$ cat config.mk
export PLATFORM = sky130hd
export DESIGN_NAME = lsu_mem_stage
export DESIGN_NICKNAME = d
export VERILOG_FILES = /design/src/rtl/lsu_mem_stage.sv
export SDC_FILE = /design/constraint.sdc
export NUM_CORES = 1
export LEC_CHECK = 0
export CORE_ASPECT_RATIO = 1.4
export CORE_UTILIZATION = 48
export CTS_CLUSTER_SIZE = 10
export DETAILED_ROUTE_END_ITERATION = 10
export GPL_TIMING_DRIVEN = 0
export PLACE_DENSITY = 0.91
export SYNTH_ARGS = -nofsm -noshare
export SYNTH_HDL_FRONTEND = slang
export SYNTH_SLANG_ARGS = --single-unit
$ cat constraint.sdc
create_clock -name clk -period 4.8 [get_ports clk]
set_input_delay 0.96 -clock clk [delete_from_list [all_inputs] [get_ports clk]]
set_output_delay 0.96 -clock clk [all_outputs]
set_load 0.1 [all_outputs]
$ cat src/rtl/lsu_mem_stage.sv
`default_nettype none
// ============================================================================
//  Module   : lsu_mem_stage
//  Purpose  : Single-beat load/store bus master with load extension, store
//             lane replication, stall generation and fault reporting.
//  Revision : 1.0  initial release
// ============================================================================
module lsu_mem_stage #(
    parameter int TIMEOUT = 16,
    parameter int CNT_W   = 5
) (
    input  logic        clk,
    input  logic        rst_n,
    input  logic        mem_read,
    input  logic        mem_write,
    input  logic [2:0]  funct3,
    input  logic [31:0] addr,
    input  logic [31:0] store_data,
    output logic        bus_req,
    output logic        bus_we,
    output logic [31:0] bus_addr,
    output logic [31:0] bus_wdata,
    output logic [3:0]  bus_wstrb,
    input  logic        bus_ready,
    input  logic [31:0] bus_rdata,
    output logic [31:0] data_out,
    output logic        stall,
    output logic        fault
);

    typedef enum logic [1:0] {
        S_IDLE = 2'd0,
        S_WAIT = 2'd1,
        S_DONE = 2'd2
    } state_t;

    localparam logic [CNT_W-1:0] c_last = CNT_W'(TIMEOUT - 1);

    state_t            r_state;
    state_t            w_next;
    logic [CNT_W-1:0]  r_cnt;
    logic              r_is_load;
    logic [2:0]        r_funct3;
    logic [1:0]        r_off;
    logic              r_we;
    logic [31:0]       r_addr;
    logic [31:0]       r_wdata;
    logic [3:0]        r_wstrb;
    logic [31:0]       r_data_out;
    logic              r_fault;

    logic              w_req;
    logic              w_f3_ok;
    logic              w_misaligned;
    logic              w_ok;
    logic              w_timeout;
    logic [31:0]       w_wdata;
    logic [3:0]        w_wstrb;
    logic [7:0]        w_byte;
    logic [15:0]       w_half;
    logic [31:0]       w_ext;

    assign w_req     = mem_read | mem_write;
    assign w_timeout = (r_cnt == c_last);

    // Request legality and alignment
    always_comb begin
        w_f3_ok = 1'b0;
        case (funct3)
            3'b000, 3'b001, 3'b010: w_f3_ok = 1'b1;
            3'b100, 3'b101:         w_f3_ok = mem_read & ~mem_write;
            default:                w_f3_ok = 1'b0;
        endcase
        w_misaligned = 1'b0;
        case (funct3[1:0])
            2'b01:   w_misaligned = addr[0];
            2'b10:   w_misaligned = (addr[1:0] != 2'b00);
            default: w_misaligned = 1'b0;
        endcase
        w_ok = w_req & ~(mem_read & mem_write) & w_f3_ok & ~w_misaligned;
    end

    // Store lane replication and byte enables
    always_comb begin
        w_wdata = store_data;
        w_wstrb = 4'b1111;
        case (funct3[1:0])
            2'b00: begin
                w_wdata = {4{store_data[7:0]}};
                w_wstrb = 4'b0001 << addr[1:0];
            end
            2'b01: begin
                w_wdata = {2{store_data[15:0]}};
                w_wstrb = addr[1] ? 4'b1100 : 4'b0011;
            end
            default: begin
                w_wdata = store_data;
                w_wstrb = 4'b1111;
            end
        endcase
    end

    // Load lane extraction from the returned word
    always_comb begin
        w_byte = bus_rdata[7:0];
        case (r_off)
            2'd0: w_byte = bus_rdata[7:0];
            2'd1: w_byte = bus_rdata[15:8];
            2'd2: w_byte = bus_rdata[23:16];
            2'd3: w_byte = bus_rdata[31:24];
            default: w_byte = bus_rdata[7:0];
        endcase
        w_half = r_off[1] ? bus_rdata[31:16] : bus_rdata[15:0];
        case (r_funct3)
            3'b000:  w_ext = {{24{w_byte[7]}}, w_byte};
            3'b001:  w_ext = {{16{w_half[15]}}, w_half};
            3'b100:  w_ext = {24'h0, w_byte};
            3'b101:  w_ext = {16'h0, w_half};
            default: w_ext = bus_rdata;
        endcase
    end

    always_comb begin
        w_next = r_state;
        case (r_state)
            S_IDLE:  if (w_req) w_next = w_ok ? S_WAIT : S_DONE;
            S_WAIT:  if (bus_ready || w_timeout) w_next = S_DONE;
            S_DONE:  w_next = S_IDLE;
            default: w_next = S_IDLE;
        endcase
    end

    always_ff @(posedge clk or negedge rst_n) begin
        if (!rst_n) begin
            r_state    <= S_IDLE;
            r_cnt      <= '0;
            r_is_load  <= 1'b0;
            r_funct3   <= 3'b000;
            r_off      <= 2'b00;
            r_we       <= 1'b0;
            r_addr     <= 32'h0;
            r_wdata    <= 32'h0;
            r_wstrb    <= 4'b0000;
            r_data_out <= 32'h0;
            r_fault    <= 1'b0;
        end else begin
            r_state <= w_next;
            case (r_state)
                S_IDLE: begin
                    r_fault <= 1'b0;
                    r_cnt   <= '0;
                    if (w_req) begin
                        if (w_ok) begin
                            r_is_load <= mem_read;
                            r_funct3  <= funct3;
                            r_off     <= addr[1:0];
                            r_we      <= mem_write;
                            r_addr    <= {addr[31:2], 2'b00};
                            r_wdata   <= w_wdata;
                            r_wstrb   <= mem_write ? w_wstrb : 4'b0000;
                        end else begin
                            r_fault <= 1'b1;
                            if (mem_read) r_data_out <= 32'h0;
                        end
                    end
                end
                S_WAIT: begin
                    // A beat completing on the final allowed cycle is not a timeout
                    if (bus_ready) begin
                        if (r_is_load) r_data_out <= w_ext;
                    end else if (w_timeout) begin
                        r_fault <= 1'b1;
                        if (r_is_load) r_data_out <= 32'h0;
                    end else begin
                        r_cnt <= r_cnt + 1'b1;
                    end
                end
                default: begin
                    r_fault <= 1'b0;
                    r_cnt   <= '0;
                end
            endcase
        end
    end

    assign bus_req   = (r_state == S_WAIT);
    assign bus_we    = r_we;
    assign bus_addr  = r_addr;
    assign bus_wdata = r_wdata;
    assign bus_wstrb = r_wstrb;
    assign data_out  = r_data_out;
    assign fault     = r_fault;
    // Gated by rst_n so a held request cannot keep the core stalled in reset
    assign stall     = rst_n & (((r_state == S_IDLE) & w_req) | (r_state == S_WAIT));

endmodule
`default_nettype wire

# --- Word level (Yosys, flattened, before mapping) ---
# Cells that the tools add are included.
# Widths: inputs -> output; s select.
classes:
  n_addsub: 1
  n_eq_ne: 23
  n_reduce_logical: 15
  n_mul: 0
  n_div: 0
  shift: 1
  magnitude_cmp: 0
  bitwise_logic: 12
  mux: 29
ops:
  columns: ["cell", "count"]
  rows:
  - ["$mux 32", 7]
  - ["$pmux 32 s2", 2]
  - ["$pmux 32 s4", 1]
  - ["$pmux 8 s4", 1]
  - ["$mux 16", 1]
  - ["$mux 5", 3]
  - ["$eq 3x3->1 const B", 4]
  - ["$ne 2x2->1 const B", 5]
  - ["$mux 4", 2]
  - ["$pmux 4 s2", 1]
  - ["$and 1x1->1", 7]
  - ["$eq 2x1->1 const B", 3]
  - ["$eq 2x2->1 const B", 3]
  - ["$eq 3x1->1 const B", 2]
  - ["$logic_not 2->1", 3]
  - ["$logic_not 3->1", 2]
  - ["$mux 2", 3]
  - ["$ne 2x1->1 const B", 3]
  - ["$pmux 1 s2", 3]
  - ["$reduce_and 2->1", 3]
  - ["$reduce_and 6->1", 1]
  - ["$add 5x1->5 const B", 1]
  - ["$eq 5x4->1 const B", 1]
  - ["$mux 1", 4]
  - ["other kinds (11)", 15]
totals:
  elab_cells: 92
  output_inout_bits: 104
  memories: 0
  rom_bits: 0
  ff_bits: 113
  ram_bits: 0
  latch_bits: 0
  in_bits: 104

# --- Logic depth before layout (Yosys ltp) ---
depth:
  depth_word: 8
  ltp_mapped: 10
  depth_no_buf: 7

# --- Worst setup path after synthesis ---
# No wires, ideal clock.
synth_timing:
  path_type: "input -> output"
  start: "in mem_write"
  end: "out stall"
  required_ns: 3.840
  stages: 4
  arrival_time_ns: 3.522
  n_path_buf: 0
  slack_ns: 0.318
  path_cell_list: "inv_1 > ha_1 > nor2b_1 > nor3b_1"
synth_between:
  elab_chain_len: 4
synth_lines:
  columns: ["element", "line_no", "source"]
  rows:
  - ["start: declaration", "15", "input logic mem_write,"]
  - ["$or 1x1->1", "63", "assign w_req = mem_read | mem_write;"]
  - ["$and 1x1->1", "194", "assign stall = rst_n & (((r_state == S_IDLE) & w_req) | (r_state == S_WAIT));"]
  - ["$or 1x1->1", "194", null]
  - ["$and 1x1->1", "194", null]
  - ["end: declaration", "27", "output logic stall,"]
# Every way passes these cells.

# --- Worst setup path in the final report ---
# Same ends and word-level chain as after synthesis.

==> results.json <==
{
  "outcome": "completed",
  "gp_congestion": 0.881,
  "grt_max_degree": 62,
  "hold_buffers": 0,
  "cts_setup_buffers": 0,
  "diodes": 0,
  "worstSetupEndpointType": "output pin",
  "synth_edf_count": 0,
  "yosysTopAreaCellShare_pct": 52.5,
  "post-route-period-util_pct": 90.5,
  "worstMarginPinSlew_ns": 1.05,
  "fp.dieArea_sq_um": 11700,
  "ys.flop_type": "dfrtp_1",
  "async_reset_ff_share_pct": 100,
  "firstDrtPassIters": 5,
  "clkTransAtPathRegs_ns": 0.05,
  "hold_path.class": "reg2reg",
  "synth_cell_types": 42,
  "areaGrowthSynthToFinish_pct": 54.0,
  "preCtsSetupSlack_ns": 0.415,
  "syn_area_per_cell_sq_um": 11.2,
  "core_sq_um": 10900,
  "relSlewSlack_pct": 29.7,
  "postRouteAntennaNets": 0,
  "crit_slowest_cell": "clkdlybuf4s50_1",
  "finalSetupViolCount": 0,
  "vias": 4925,
  "crit_fanout": 5,
  "place_hpwl_microns": 12500,
  "setup_ws_ns": 0.454,
  "fill_cells": 667,
  "crit_family": "buffers and inverters",
  "synth_top_cell_by_area": "dfrtp_1",
  "grt_use_total_pct": 32.6,
  "antenna_found_initial": 0,
  "fp-row-count": 45,
  "clock-root-buffer": "clkbuf_16",
  "cts_tree": "done",
  "routed_wl_microns": 18100,
  "yosys_warnings": 0,
  "clockBufferDepth": 2,
  "timing.fmax_mhz": 230,
  "cap_violations": 0,
  "hold_viol": 0,
  "clock_sinks": 113,
  "crit_chain": "clkdlybuf4s50_1 -> inv_1 -> ha_1 -> nor2b_1 -> nor3b_1 -> clkdlybuf4s50_1",
  "cp.required_ns": 3.84,
  "grt_overflow_total": 0,
  "initial_core_util_pct": 49.6,
  "layout-drive-gt1-share_pct": 18.5,
  "reg2reg_depth": 8,
  "netlist_instances": 480,
  "layout.nets": 817,
  "drc": 0,
  "r2r-start": "r_cnt[0]",
  "whs_endpoint": "data_out[7]",
  "slew_viol_final": 0,
  "cp_common_cell": "clkdlybuf4s50_1",
  "cts_made_buffers": 17,
  "routed_via_density": 5.73,
  "whs_ns": 0.502,
  "wl_per_cell_microns": 21.1,
  "holdCritStartpoint": "data_out[7]",
  "critical-path-max-stage-delay_ns": 1.17,
  "synth-seq-cells": 113,
  "start_kind": "input port",
  "finClkSkew_ns": 0.0104,
  "htreeDepth": 4,
  "place.port_buffers": 205,
  "hold_depth": 1,
  "synthTopCellsByArea": "dfrtp_1, mux2_2, nor2_1, a21oi_1, a22oi_1",
  "critPathBufInv": 3,
  "criticalPathCategory": "in2out",
  "die_w_microns": 91.5,
  "final_util_pct": 76.3,
  "rsz0062_at_grt": "no",
  "arrival_ns": 3.39,
  "io_pins": 208,
  "reg2reg_to": "data_out[16]",
  "synth_area_sq_um": 5390,
  "postCtsResizedCells": 0,
  "chipHeight_microns": 127,
  "clk_latency_ns": 0.42,
  "finalCriticalPeriod_ns": 4.35,
  "grt_pass1_wl_microns": 28200,
  "grt_pass1_vias": 5414,
  "ff2ff_setup_slack_ns": 2.41,
  "ys_seq_area_share_pct": 52.5,
  "dr.first_iter.drc_count": 273
}
## worst max-delay path by stage
stage                   start    end  slack [ns]  cells after the start
global placement        rst_n  stall       -2.79                      3
CTS                     rst_n  stall        0.45                      4
floorplan           mem_write  stall        0.32                      4
finish              mem_write  stall        0.45                      6
detailed placement      rst_n  stall        0.42                      4
global route            rst_n  stall        0.32                      4
## kinds of logic (layout without fill, tap and decap cells)
family / Yosys count / count (layout) / share of synthesized area, %
AO/OA/AOI/OAI: 115 / 115 / 13.5
XOR/XNOR: 3 / 3 / 0.488
adder cells (fa/ha/maj): 7 / 7 / 1.63
buffers and inverters: 45 / 283 / 4.25
flip-flops: 113 / 113 / 52.5
multiplexers: 92 / 92 / 19.3
other: 1 / 2 / 0.0696
AND/OR/NAND/NOR: 104 / 104 / 8.27
## metal layers
layer	global-route usage [%]	part of all wire (%)
met5	0	0
met4	18.3	4.5
met3	11.0	8.9
met2	58.6	53
met1	32.8	33
## flip-flops by register name, summed over array words and instances, names as in the netlist
register,count
r_state,2
r_funct3,3
r_cnt,5
r_off,2
data_out,32
bus_wdata,32
bus_addr,30
r_is_load,1
bus_wstrb,4
bus_we,1
fault,1
## through the flow
step,setup TNS [ns],cell area [sq um],instances
floorplan,0,5390,481
global placement,-155.87,7620,827
detailed placement,0,7640,828
CTS,0,8290,860
global route,0,8290,860
finish,0,8290,860
## synth_stat cells (2+ instances only)
cell and number:
dfrtp_1 113, mux2_2 76, nor2_1 58, a21oi_1 40, nand2_1 26, a22oi_1 22
o21ai_0 18, inv_1 14, mux2i_1 14, clkbuf_1 11, a31oi_1 9, buf_2 9
buf_4 7, ha_1 7, a22o_1 6, o221ai_1 6, nand2b_1 5, nor2b_1 4
buf_6 3, nand3_1 3, o22ai_1 3, mux4_2 2, nor3_1 2, nor3b_1 2
o211ai_1 2, xor2_1 2
## cell usage in the layout, fill, tap and decap left out, types with 7 or more instances in the layout
cell type        netlist  layout
buf_4                  7       8
ha_1                   7       7
a21oi_1               40      40
clkbuf_1              11      12
mux2_2                76      76
dfrtp_1              113     113
nand2_1               26      26
mux2i_1               14      14
buf_2                  9       9
nor2_1                58      58
inv_1                 14      14
a31oi_1                9       9
o21ai_0               18      18
clkbuf_16              0      17
clkdlybuf4s50_1        0     204
a22oi_1               22      22
## area by class of cell
class                   instances  area, sq um  share of cell area [%]
plain buffers                  30          173                    2.08
flip-flops and latches        113         2830                    34.1
repair buffers                206         2080                    25.0
well taps                     141          176                    2.13
clock inverters                13          208                    2.50
clock buffers                  19          443                    5.34
inverters                      15         56.3                   0.679
multi-input cells             323         2330                    28.1
## worst reg2reg max path, cell delays in order (launching register included)
cell and delay, ns:
dfrtp_1 0.40, ha_1 0.22, and3_1 0.19, ha_1 0.22, nor2_1 0.40, nor2_1 0.10, a31o_2 0.29, buf_6 0.17
mux2_2 0.28
Power is left out: the tool's default activity adds up to more than one toggle a clock period on the data nets, which glitch-free logic cannot reach.
